File: config.mk
export PLATFORM = sky130hd
export DESIGN_NAME = magic_nor_sequencer_flat
export DESIGN_NICKNAME = d
export VERILOG_FILES = /design/src/rtl/magic_nor_sequencer_if.sv /design/src/rtl/magic_nor_sequencer.sv /design/src/flat_wrapper.sv
export SDC_FILE = /design/constraint.sdc
export NUM_CORES = 1
export LEC_CHECK = 0
export BUFFER_PORTS_ARGS = -buffer_cell sky130_fd_sc_hd__buf_4
export CAP_MARGIN = 20
export CORE_MARGIN = 4
export CORE_UTILIZATION = 56
export DETAILED_ROUTE_END_ITERATION = 7
export GPL_TIMING_DRIVEN = 0
export PLACE_DENSITY = 0.72
export SYNTH_ARGS = -nofsm -noshare
export SYNTH_HDL_FRONTEND = slang
export SYNTH_SLANG_ARGS = --single-unit
File: constraint.sdc
create_clock -name clk -period 5.57 [get_ports clk]
set_input_delay 1.114 -clock clk [delete_from_list [all_inputs] [get_ports clk]]
set_output_delay 1.114 -clock clk [all_outputs]
set_load 0.03 [all_outputs]
File: src/rtl/magic_nor_sequencer_if.sv
// Host/crossbar-facing signal bundle for the MAGIC NOR sequencer.
// The slave view belongs to the sequencer. The master view belongs to
// whatever drives the loader/start side and models the crossbar driver.
interface magic_nor_sequencer_if #(
  parameter int ADDR_W = 6,
  parameter int PC_W   = 6,
  parameter int CNT_W  = 16
);
  logic                    prog_we;
  logic [PC_W-1:0]         prog_addr;
  logic [2+3*ADDR_W-1:0]   prog_wdata;
  logic                    start;
  logic                    busy;
  logic                    done;
  logic                    xb_valid;
  logic [1:0]              xb_op;
  logic [ADDR_W-1:0]       xb_a;
  logic [ADDR_W-1:0]       xb_b;
  logic [ADDR_W-1:0]       xb_d;
  logic                    xb_ready;
  logic [CNT_W-1:0]        gate_count;
  logic [CNT_W-1:0]        cycle_count;

  modport slave (
    input  prog_we, prog_addr, prog_wdata, start, xb_ready,
    output busy, done, xb_valid, xb_op, xb_a, xb_b, xb_d,
           gate_count, cycle_count
  );

  modport master (
    output prog_we, prog_addr, prog_wdata, start, xb_ready,
    input  busy, done, xb_valid, xb_op, xb_a, xb_b, xb_d,
           gate_count, cycle_count
  );
endinterface

File: src/rtl/magic_nor_sequencer.sv
// MAGIC crossbar micro-op sequencer. It walks a NOR/INV gate program held in a
// local store. For every gate it issues an output-cell INIT followed by the
// NOR2/INV evaluate over a valid/ready link. Every output is registered.
// Each output is computed from the next state, so it lines up with the state
// register.
module magic_nor_sequencer #(
  parameter int ADDR_W     = 6,
  parameter int PROG_DEPTH = 64,
  parameter int PC_W       = 6,
  parameter int CNT_W      = 16
) (
  input  logic                  clk,
  input  logic                  rst,
  magic_nor_sequencer_if.slave  bus
);

  localparam int IW = 2 + 3 * ADDR_W;

  // Program op codes.
  localparam logic [1:0] OP_END  = 2'b00;
  localparam logic [1:0] OP_NOR2 = 2'b01;
  localparam logic [1:0] OP_INV  = 2'b10;
  localparam logic [1:0] OP_NOP  = 2'b11;

  // Crossbar command codes.
  localparam logic [1:0] XB_IDLE = 2'b00;
  localparam logic [1:0] XB_INIT = 2'b01;
  localparam logic [1:0] XB_NOR2 = 2'b10;
  localparam logic [1:0] XB_INV  = 2'b11;

  localparam logic [PC_W-1:0]  PC_LAST = PC_W'(PROG_DEPTH - 1);
  localparam logic [CNT_W-1:0] CNT_MAX = {CNT_W{1'b1}};

  typedef enum logic [2:0] {
    S_IDLE  = 3'd0,
    S_FETCH = 3'd1,
    S_INIT  = 3'd2,
    S_EVAL  = 3'd3,
    S_DONE  = 3'd4
  } state_t;

  // Instruction field helpers for the {op, a, b, d} layout.
  function automatic logic [1:0] f_op(input logic [IW-1:0] w);
    return w[IW-1 -: 2];
  endfunction

  function automatic logic [ADDR_W-1:0] f_a(input logic [IW-1:0] w);
    return w[3*ADDR_W-1 -: ADDR_W];
  endfunction

  function automatic logic [ADDR_W-1:0] f_b(input logic [IW-1:0] w);
    return w[2*ADDR_W-1 -: ADDR_W];
  endfunction

  function automatic logic [ADDR_W-1:0] f_d(input logic [IW-1:0] w);
    return w[ADDR_W-1:0];
  endfunction

  // Counters stick at all-ones rather than wrapping.
  function automatic logic [CNT_W-1:0] sat_inc(input logic [CNT_W-1:0] v);
    return (v == CNT_MAX) ? v : v + {{(CNT_W-1){1'b0}}, 1'b1};
  endfunction

  logic [IW-1:0]     mem [PROG_DEPTH];
  logic [IW-1:0]     rd_data_r;
  logic              wr_en_s;

  state_t            state_r,    state_s;
  logic [PC_W-1:0]   pc_r,       pc_s;
  logic [IW-1:0]     instr_r,    instr_s;
  logic [CNT_W-1:0]  gate_cnt_r, gate_cnt_s;
  logic [CNT_W-1:0]  cyc_cnt_r,  cyc_cnt_s;
  logic              busy_r,     busy_s;
  logic              done_r,     done_s;
  logic              xb_valid_r, xb_valid_s;
  logic [1:0]        xb_op_r,    xb_op_s;
  logic [ADDR_W-1:0] xb_a_r,     xb_a_s;
  logic [ADDR_W-1:0] xb_b_r,     xb_b_s;
  logic [ADDR_W-1:0] xb_d_r,     xb_d_s;

  // The host may load the store only while no run is in flight.
  assign wr_en_s = bus.prog_we & ~busy_r;

  // Program store write port. The contents deliberately survive reset.
  always_ff @(posedge clk) begin
    if (wr_en_s) begin
      mem[bus.prog_addr] <= bus.prog_wdata;
    end
  end

  // Read port, addressed by the next pc so the word is ready during FETCH.
  // A write in the same cycle is forwarded, which covers a load together
  // with start.
  always_ff @(posedge clk) begin
    if (wr_en_s && (bus.prog_addr == pc_s)) begin
      rd_data_r <= bus.prog_wdata;
    end else begin
      rd_data_r <= mem[pc_s];
    end
  end

  // Next-state, pc, counter and registered-output decode.
  always_comb begin
    state_s    = state_r;
    pc_s       = pc_r;
    instr_s    = instr_r;
    gate_cnt_s = gate_cnt_r;
    cyc_cnt_s  = cyc_cnt_r;

    if ((state_r == S_FETCH) || (state_r == S_INIT) || (state_r == S_EVAL)) begin
      cyc_cnt_s = sat_inc(cyc_cnt_r);
    end else begin
      cyc_cnt_s = cyc_cnt_r;
    end

    case (state_r)
      S_IDLE: begin
        if (bus.start) begin
          state_s    = S_FETCH;
          pc_s       = {PC_W{1'b0}};
          gate_cnt_s = {CNT_W{1'b0}};
          cyc_cnt_s  = {CNT_W{1'b0}};
        end else begin
          state_s = S_IDLE;
        end
      end
      S_FETCH: begin
        instr_s = rd_data_r;
        case (f_op(rd_data_r))
          OP_END: state_s = S_DONE;
          OP_NOP: begin
            if (pc_r == PC_LAST) begin
              state_s = S_DONE;
            end else begin
              pc_s = pc_r + {{(PC_W-1){1'b0}}, 1'b1};
            end
          end
          OP_NOR2: state_s = S_INIT;
          OP_INV:  state_s = S_INIT;
          default: state_s = S_DONE;
        endcase
      end
      S_INIT: begin
        if (bus.xb_ready) begin
          state_s = S_EVAL;
        end else begin
          state_s = S_INIT;
        end
      end
      S_EVAL: begin
        if (bus.xb_ready) begin
          gate_cnt_s = sat_inc(gate_cnt_r);
          if (pc_r == PC_LAST) begin
            state_s = S_DONE;
          end else begin
            state_s = S_FETCH;
            pc_s    = pc_r + {{(PC_W-1){1'b0}}, 1'b1};
          end
        end else begin
          state_s = S_EVAL;
        end
      end
      S_DONE:  state_s = S_IDLE;
      default: state_s = S_IDLE;
    endcase

    busy_s     = (state_s == S_FETCH) || (state_s == S_INIT) || (state_s == S_EVAL);
    done_s     = (state_s == S_DONE);
    xb_valid_s = 1'b0;
    xb_op_s    = XB_IDLE;
    xb_a_s     = {ADDR_W{1'b0}};
    xb_b_s     = {ADDR_W{1'b0}};
    xb_d_s     = {ADDR_W{1'b0}};

    case (state_s)
      S_INIT: begin
        xb_valid_s = 1'b1;
        xb_op_s    = XB_INIT;
        xb_d_s     = f_d(instr_s);
      end
      S_EVAL: begin
        xb_valid_s = 1'b1;
        xb_a_s     = f_a(instr_s);
        xb_d_s     = f_d(instr_s);
        if (f_op(instr_s) == OP_INV) begin
          xb_op_s = XB_INV;
          xb_b_s  = {ADDR_W{1'b0}};
        end else begin
          xb_op_s = XB_NOR2;
          xb_b_s  = f_b(instr_s);
        end
      end
      default: begin
        xb_valid_s = 1'b0;
        xb_op_s    = XB_IDLE;
      end
    endcase
  end

  // State, datapath and output registers; reset abandons any command at once.
  always_ff @(posedge clk) begin
    if (rst) begin
      state_r    <= S_IDLE;
      pc_r       <= {PC_W{1'b0}};
      instr_r    <= {IW{1'b0}};
      gate_cnt_r <= {CNT_W{1'b0}};
      cyc_cnt_r  <= {CNT_W{1'b0}};
      busy_r     <= 1'b0;
      done_r     <= 1'b0;
      xb_valid_r <= 1'b0;
      xb_op_r    <= XB_IDLE;
      xb_a_r     <= {ADDR_W{1'b0}};
      xb_b_r     <= {ADDR_W{1'b0}};
      xb_d_r     <= {ADDR_W{1'b0}};
    end else begin
      state_r    <= state_s;
      pc_r       <= pc_s;
      instr_r    <= instr_s;
      gate_cnt_r <= gate_cnt_s;
      cyc_cnt_r  <= cyc_cnt_s;
      busy_r     <= busy_s;
      done_r     <= done_s;
      xb_valid_r <= xb_valid_s;
      xb_op_r    <= xb_op_s;
      xb_a_r     <= xb_a_s;
      xb_b_r     <= xb_b_s;
      xb_d_r     <= xb_d_s;
    end
  end

  assign bus.busy        = busy_r;
  assign bus.done        = done_r;
  assign bus.xb_valid    = xb_valid_r;
  assign bus.xb_op       = xb_op_r;
  assign bus.xb_a        = xb_a_r;
  assign bus.xb_b        = xb_b_r;
  assign bus.xb_d        = xb_d_r;
  assign bus.gate_count  = gate_cnt_r;
  assign bus.cycle_count = cyc_cnt_r;

endmodule

File: src/flat_wrapper.sv
// flat-port wrapper written by rule: the top's interface ports become plain ports
module magic_nor_sequencer_flat 
#(
  parameter int ADDR_W     = 6,
  parameter int PROG_DEPTH = 64,
  parameter int PC_W       = 6,
  parameter int CNT_W      = 16
)
  (clk, rst, bus_prog_we, bus_prog_addr, bus_prog_wdata, bus_start, bus_xb_ready, bus_busy, bus_done, bus_xb_valid, bus_xb_op, bus_xb_a, bus_xb_b, bus_xb_d, bus_gate_count, bus_cycle_count);
  magic_nor_sequencer_if #(.ADDR_W(ADDR_W), .PC_W(PC_W), .CNT_W(CNT_W)) bus_i ();
  input  logic clk;
  input  logic rst;
  input wire logic [$bits(bus_i.prog_we)-1:0] bus_prog_we;
  input wire logic [$bits(bus_i.prog_addr)-1:0] bus_prog_addr;
  input wire logic [$bits(bus_i.prog_wdata)-1:0] bus_prog_wdata;
  input wire logic [$bits(bus_i.start)-1:0] bus_start;
  input wire logic [$bits(bus_i.xb_ready)-1:0] bus_xb_ready;
  output wire logic [$bits(bus_i.busy)-1:0] bus_busy;
  output wire logic [$bits(bus_i.done)-1:0] bus_done;
  output wire logic [$bits(bus_i.xb_valid)-1:0] bus_xb_valid;
  output wire logic [$bits(bus_i.xb_op)-1:0] bus_xb_op;
  output wire logic [$bits(bus_i.xb_a)-1:0] bus_xb_a;
  output wire logic [$bits(bus_i.xb_b)-1:0] bus_xb_b;
  output wire logic [$bits(bus_i.xb_d)-1:0] bus_xb_d;
  output wire logic [$bits(bus_i.gate_count)-1:0] bus_gate_count;
  output wire logic [$bits(bus_i.cycle_count)-1:0] bus_cycle_count;
  assign bus_i.prog_we = bus_prog_we;
  assign bus_i.prog_addr = bus_prog_addr;
  assign bus_i.prog_wdata = bus_prog_wdata;
  assign bus_i.start = bus_start;
  assign bus_i.xb_ready = bus_xb_ready;
  assign bus_busy = bus_i.busy;
  assign bus_done = bus_i.done;
  assign bus_xb_valid = bus_i.xb_valid;
  assign bus_xb_op = bus_i.xb_op;
  assign bus_xb_a = bus_i.xb_a;
  assign bus_xb_b = bus_i.xb_b;
  assign bus_xb_d = bus_i.xb_d;
  assign bus_gate_count = bus_i.gate_count;
  assign bus_cycle_count = bus_i.cycle_count;
  magic_nor_sequencer #(.ADDR_W(ADDR_W), .PROG_DEPTH(PROG_DEPTH), .PC_W(PC_W), .CNT_W(CNT_W)) u_core (.clk(clk), .rst(rst), .bus(bus_i));
endmodule
==> key figures <==
Detailed routing
  • Initial DRC count: 4,292
  • Total Wirelength: 133,000 um
  • Avg WL per Cell: 32.8 um
  • Vias per inst: 6.61
  • Drc violations: 0
  • Via Count: 26,790
  • Antenna-violating nets left: 0
  • Pre-antenna DRT Iters: 8

Worst setup path
  • R2R setup slack: 0.16 ns
  • Setup crit start kind: flip-flop
  • Crit end category: flip-flop
  • Worst EP arrival: 6.05 ns
  • CP max FO: 10
  • R2r endpoint: u_core.bus.xb_b[3]
  • Crit Path Class: flip-flop to flip-flop
  • Cell count of the worst reg-to-reg path: 17
  • CP required: 6.22 ns

Logic synthesis
  • Post-synthesis instance total: 2,458
  • Synth unique cells: 59
  • Mapped Area: ~53,000 um2
  • Yosys warns: 0
  • Post-Syn Area per Cell: 21.5 um2
  • Syn Nets: roughly 2,500
  • Sequential share of the synthesized area: 0.762
  • Ys async rst share: 0
  • Synth Register Bits: 1,370
  • Post-synth EDFFs: 1,280
  • Top_reg_cell synth: edfxtp_1

Die
  • Die ar.: 99,300 um2
  • Die W: 315 um
  • Rows: 112
  • IO Count: 86
  • Initial Util: 0.565
  • Die Y: 315 um
  • Core area: about 93,000 um2

Timing
  • Max-slew violations: 0
  • Final setup skew: 0.0240 ns
  • Final worst path period need: roughly 5.4 ns
  • Relative slew slack: 0.223
  • Fin crit share: 0.971
  • Fmax: approximately 180 MHz
  • Setup violations, final: 0
  • Total negative slack: 0 ns
  • Worst-margin pin slew: 1.17 ns
  • RSZ-0062 raised after global routing: false
  • Final Hold Fails: 0

Worst hold path
  • WHS Path Cells: 2
  • Worst hold endpoint: u_core.instr_r[18]
  • HP Class: flip-flop to flip-flop
  • Hold wc startpoint: u_core.instr_r[18]

Finish
  • Fillers: 5,868
  • Share of cells above drive strength 1: 0.299
  • Commonest cells after routing, fill and taps aside: edfxtp_1 (1,280), mux4_2 (348), clkbuf_16 (136), buf_4 (101), dfxtp_1 (90)
  • Multi-input logic area: about 12,000 um2
  • Final Net Count: 2,732
  • Layout area overhead: 14.3%
  • Most common library cell in the layout ignoring fill and taps: edfxtp_1
  • Seq. cell area: 40,200 um2

CTS
  • CTS tree: done
  • Clock slew at reported path FFs: 0.06 ns
  • Max clock buf depth: 3
  • Root Driver: clkbuf_16
  • Postcts setup bufs: 0
  • CTS Buf Count: around 140
  • H-tree lvl count: 4
  • Clk sink count: 1,370
  • Clock Latency Late Sink: 0.75 ns

GRT
  • Initial antenna violation count: 7
  • First-pass GRT wire length: 191,000 um
  • GRT overflow: 0
  • Vias in the first global route: 26,719
  • Largest net degree at the start of global routing: 65
  • Total Routing Usage GR: 0.273

Run status
  • Status: completed

Place
  • I/O Buffers: 81
  • HPWL Detailed: 83,700 um
  • Gp weighted congestion: 0.901

Pwr
  • Pwr per Cell Area: roughly 350 nW/um2
  • PnR Total Power: 0.0211 W
  • Static Leakage: 18.4 nW
  • VDD IR-drop max: ~0.37 mV

Run
  • Maxcap violations: 0
==> final cells by class <==
cell class              instances  share of cell area
diodes                          2           0.0000830
multi-input cells             949               0.202
clock inverters                69              0.0133
clock buffers                 169              0.0598
inverters                      10            0.000622
repair buffers                101              0.0188
plain buffers                 129              0.0123
well taps                    1254              0.0260
flip-flops and latches       1370               0.667
==> synth_stat cells, types with 11 or more instances <==
cell      count  area, um2
a211oi_1     16        120
a21oi_1      34        170
a22oi_1      11       82.6
buf_2        42        210
buf_4        20        150
buf_6        15        169
clkbuf_1     43        161
dfxtp_1      90       1800
edfxtp_1   1280      38400
mux2_2       35        394
mux2i_1      39        390
mux4_2      348       7840
nand2_1      46        173
nand3_1      22        110
nor2_1      137        514
nor2b_1      32        200
nor3_1       41        205
o22ai_1      26        163
xnor2_1      21        184
==> power breakdown <==
group	internal, W	switching, W
clock network	0.00519	0.00387
registers	0.0113	0.0000205
logic	0.000266	0.000493
==> how the worst max path moves through the flow <==
stage,slack (ns),endpoint,cells past startpoint,startpoint
floorplan,1.71,u_core.bus.xb_b[0],16,flip-flop
global placement,-0.17,u_core.bus.xb_b[2],16,flip-flop
detailed placement,-0.25,u_core.bus.xb_b[3],16,flip-flop
CTS,0.08,u_core.bus.xb_b[3],17,flip-flop
global route,0.08,u_core.bus.xb_b[4],17,flip-flop
finish,0.16,u_core.bus.xb_b[3],17,flip-flop
==> stage by stage <==
| stage | hold slack [ns] | utilization | worst slack, ns | cells | area, um2 |
|---|---|---|---|---|---|
| after floorplan | 0.431 | - | 1.71 | 2458 | 52800 |
| after detailed placement | 0.456 | 0.598 | -0.253 | 3813 | 55900 |
| after global placement | 0.447 | 0.588 | -0.169 | 3793 | 55000 |
| after global routing | 0.469 | 0.645 | 0.0804 | 4051 | 60300 |
| final | 0.463 | 0.645 | 0.164 | 4053 | 60300 |
| after CTS | 0.464 | 0.645 | 0.0770 | 4051 | 60300 |
==> worst max-delay path: stages (launching register included) <==
cell	delay, ns
dfxtp_1	0.50
buf_6	0.24
buf_2	0.37
buf_2	0.38
clkbuf_4	0.40
mux2i_1	0.32
nor2_1	0.14
a311oi_4	0.47
a211o_1	0.20
inv_1	0.05
ha_1	0.26
mux2i_1	0.27
nor2_1	0.21
a221oi_2	0.36
nand3b_1	0.22
clkbuf_1	0.32
nor3_1	0.28
a22o_1	0.30
==> timing repair <==
action | 4_1_cts | 5_1_grt
hold endpoints to repair | 0 | 0
hold buffers | 0 | 0
resized for setup | 2 | 3
endpoints found under the setup margin | 8 | 11
pin swaps | 0 | 0
==> cell families (layout without fill, tap and decap cells) <==
kind of cell,count (synthesis),in the layout,synth area share
DFF,1370,1370,0.762
other,0,2,0
AOI/OAI and AO/OA,147,147,0.0198
xor gates and xnor gates,24,24,0.00398
adders and majority gates,5,5,0.00118
and+or+nand+nor,344,344,0.0314
buffers and inverters,139,478,0.0147
muxes,429,429,0.167
==> per-layer routing <==
layer  wire [um]  up-vias  global-route usage
met2       62900     1771               0.421
met4        5290        6               0.101
met1       49900    13943               0.382
li1            -    10778                   -
met3       14800      292              0.0728
met5          41        -                   0
==> registers in the layout (all words and copies together), names as in the netlist, 2 cells and up, named ones only <==
| signal | count |
|---|---|
| u_core.bus.xb_b | 6 |
| u_core.pc_r | 6 |
| u_core.bus.xb_a | 6 |
| u_core.instr_r | 20 |
| u_core.bus.xb_op | 2 |
| u_core.bus.cycle_count | 16 |
| u_core.bus.gate_count | 16 |
| u_core.mem | 1280 |
| u_core.state_r | 3 |
| u_core.bus.xb_d | 6 |
Power figures use the tool's default switching activity.
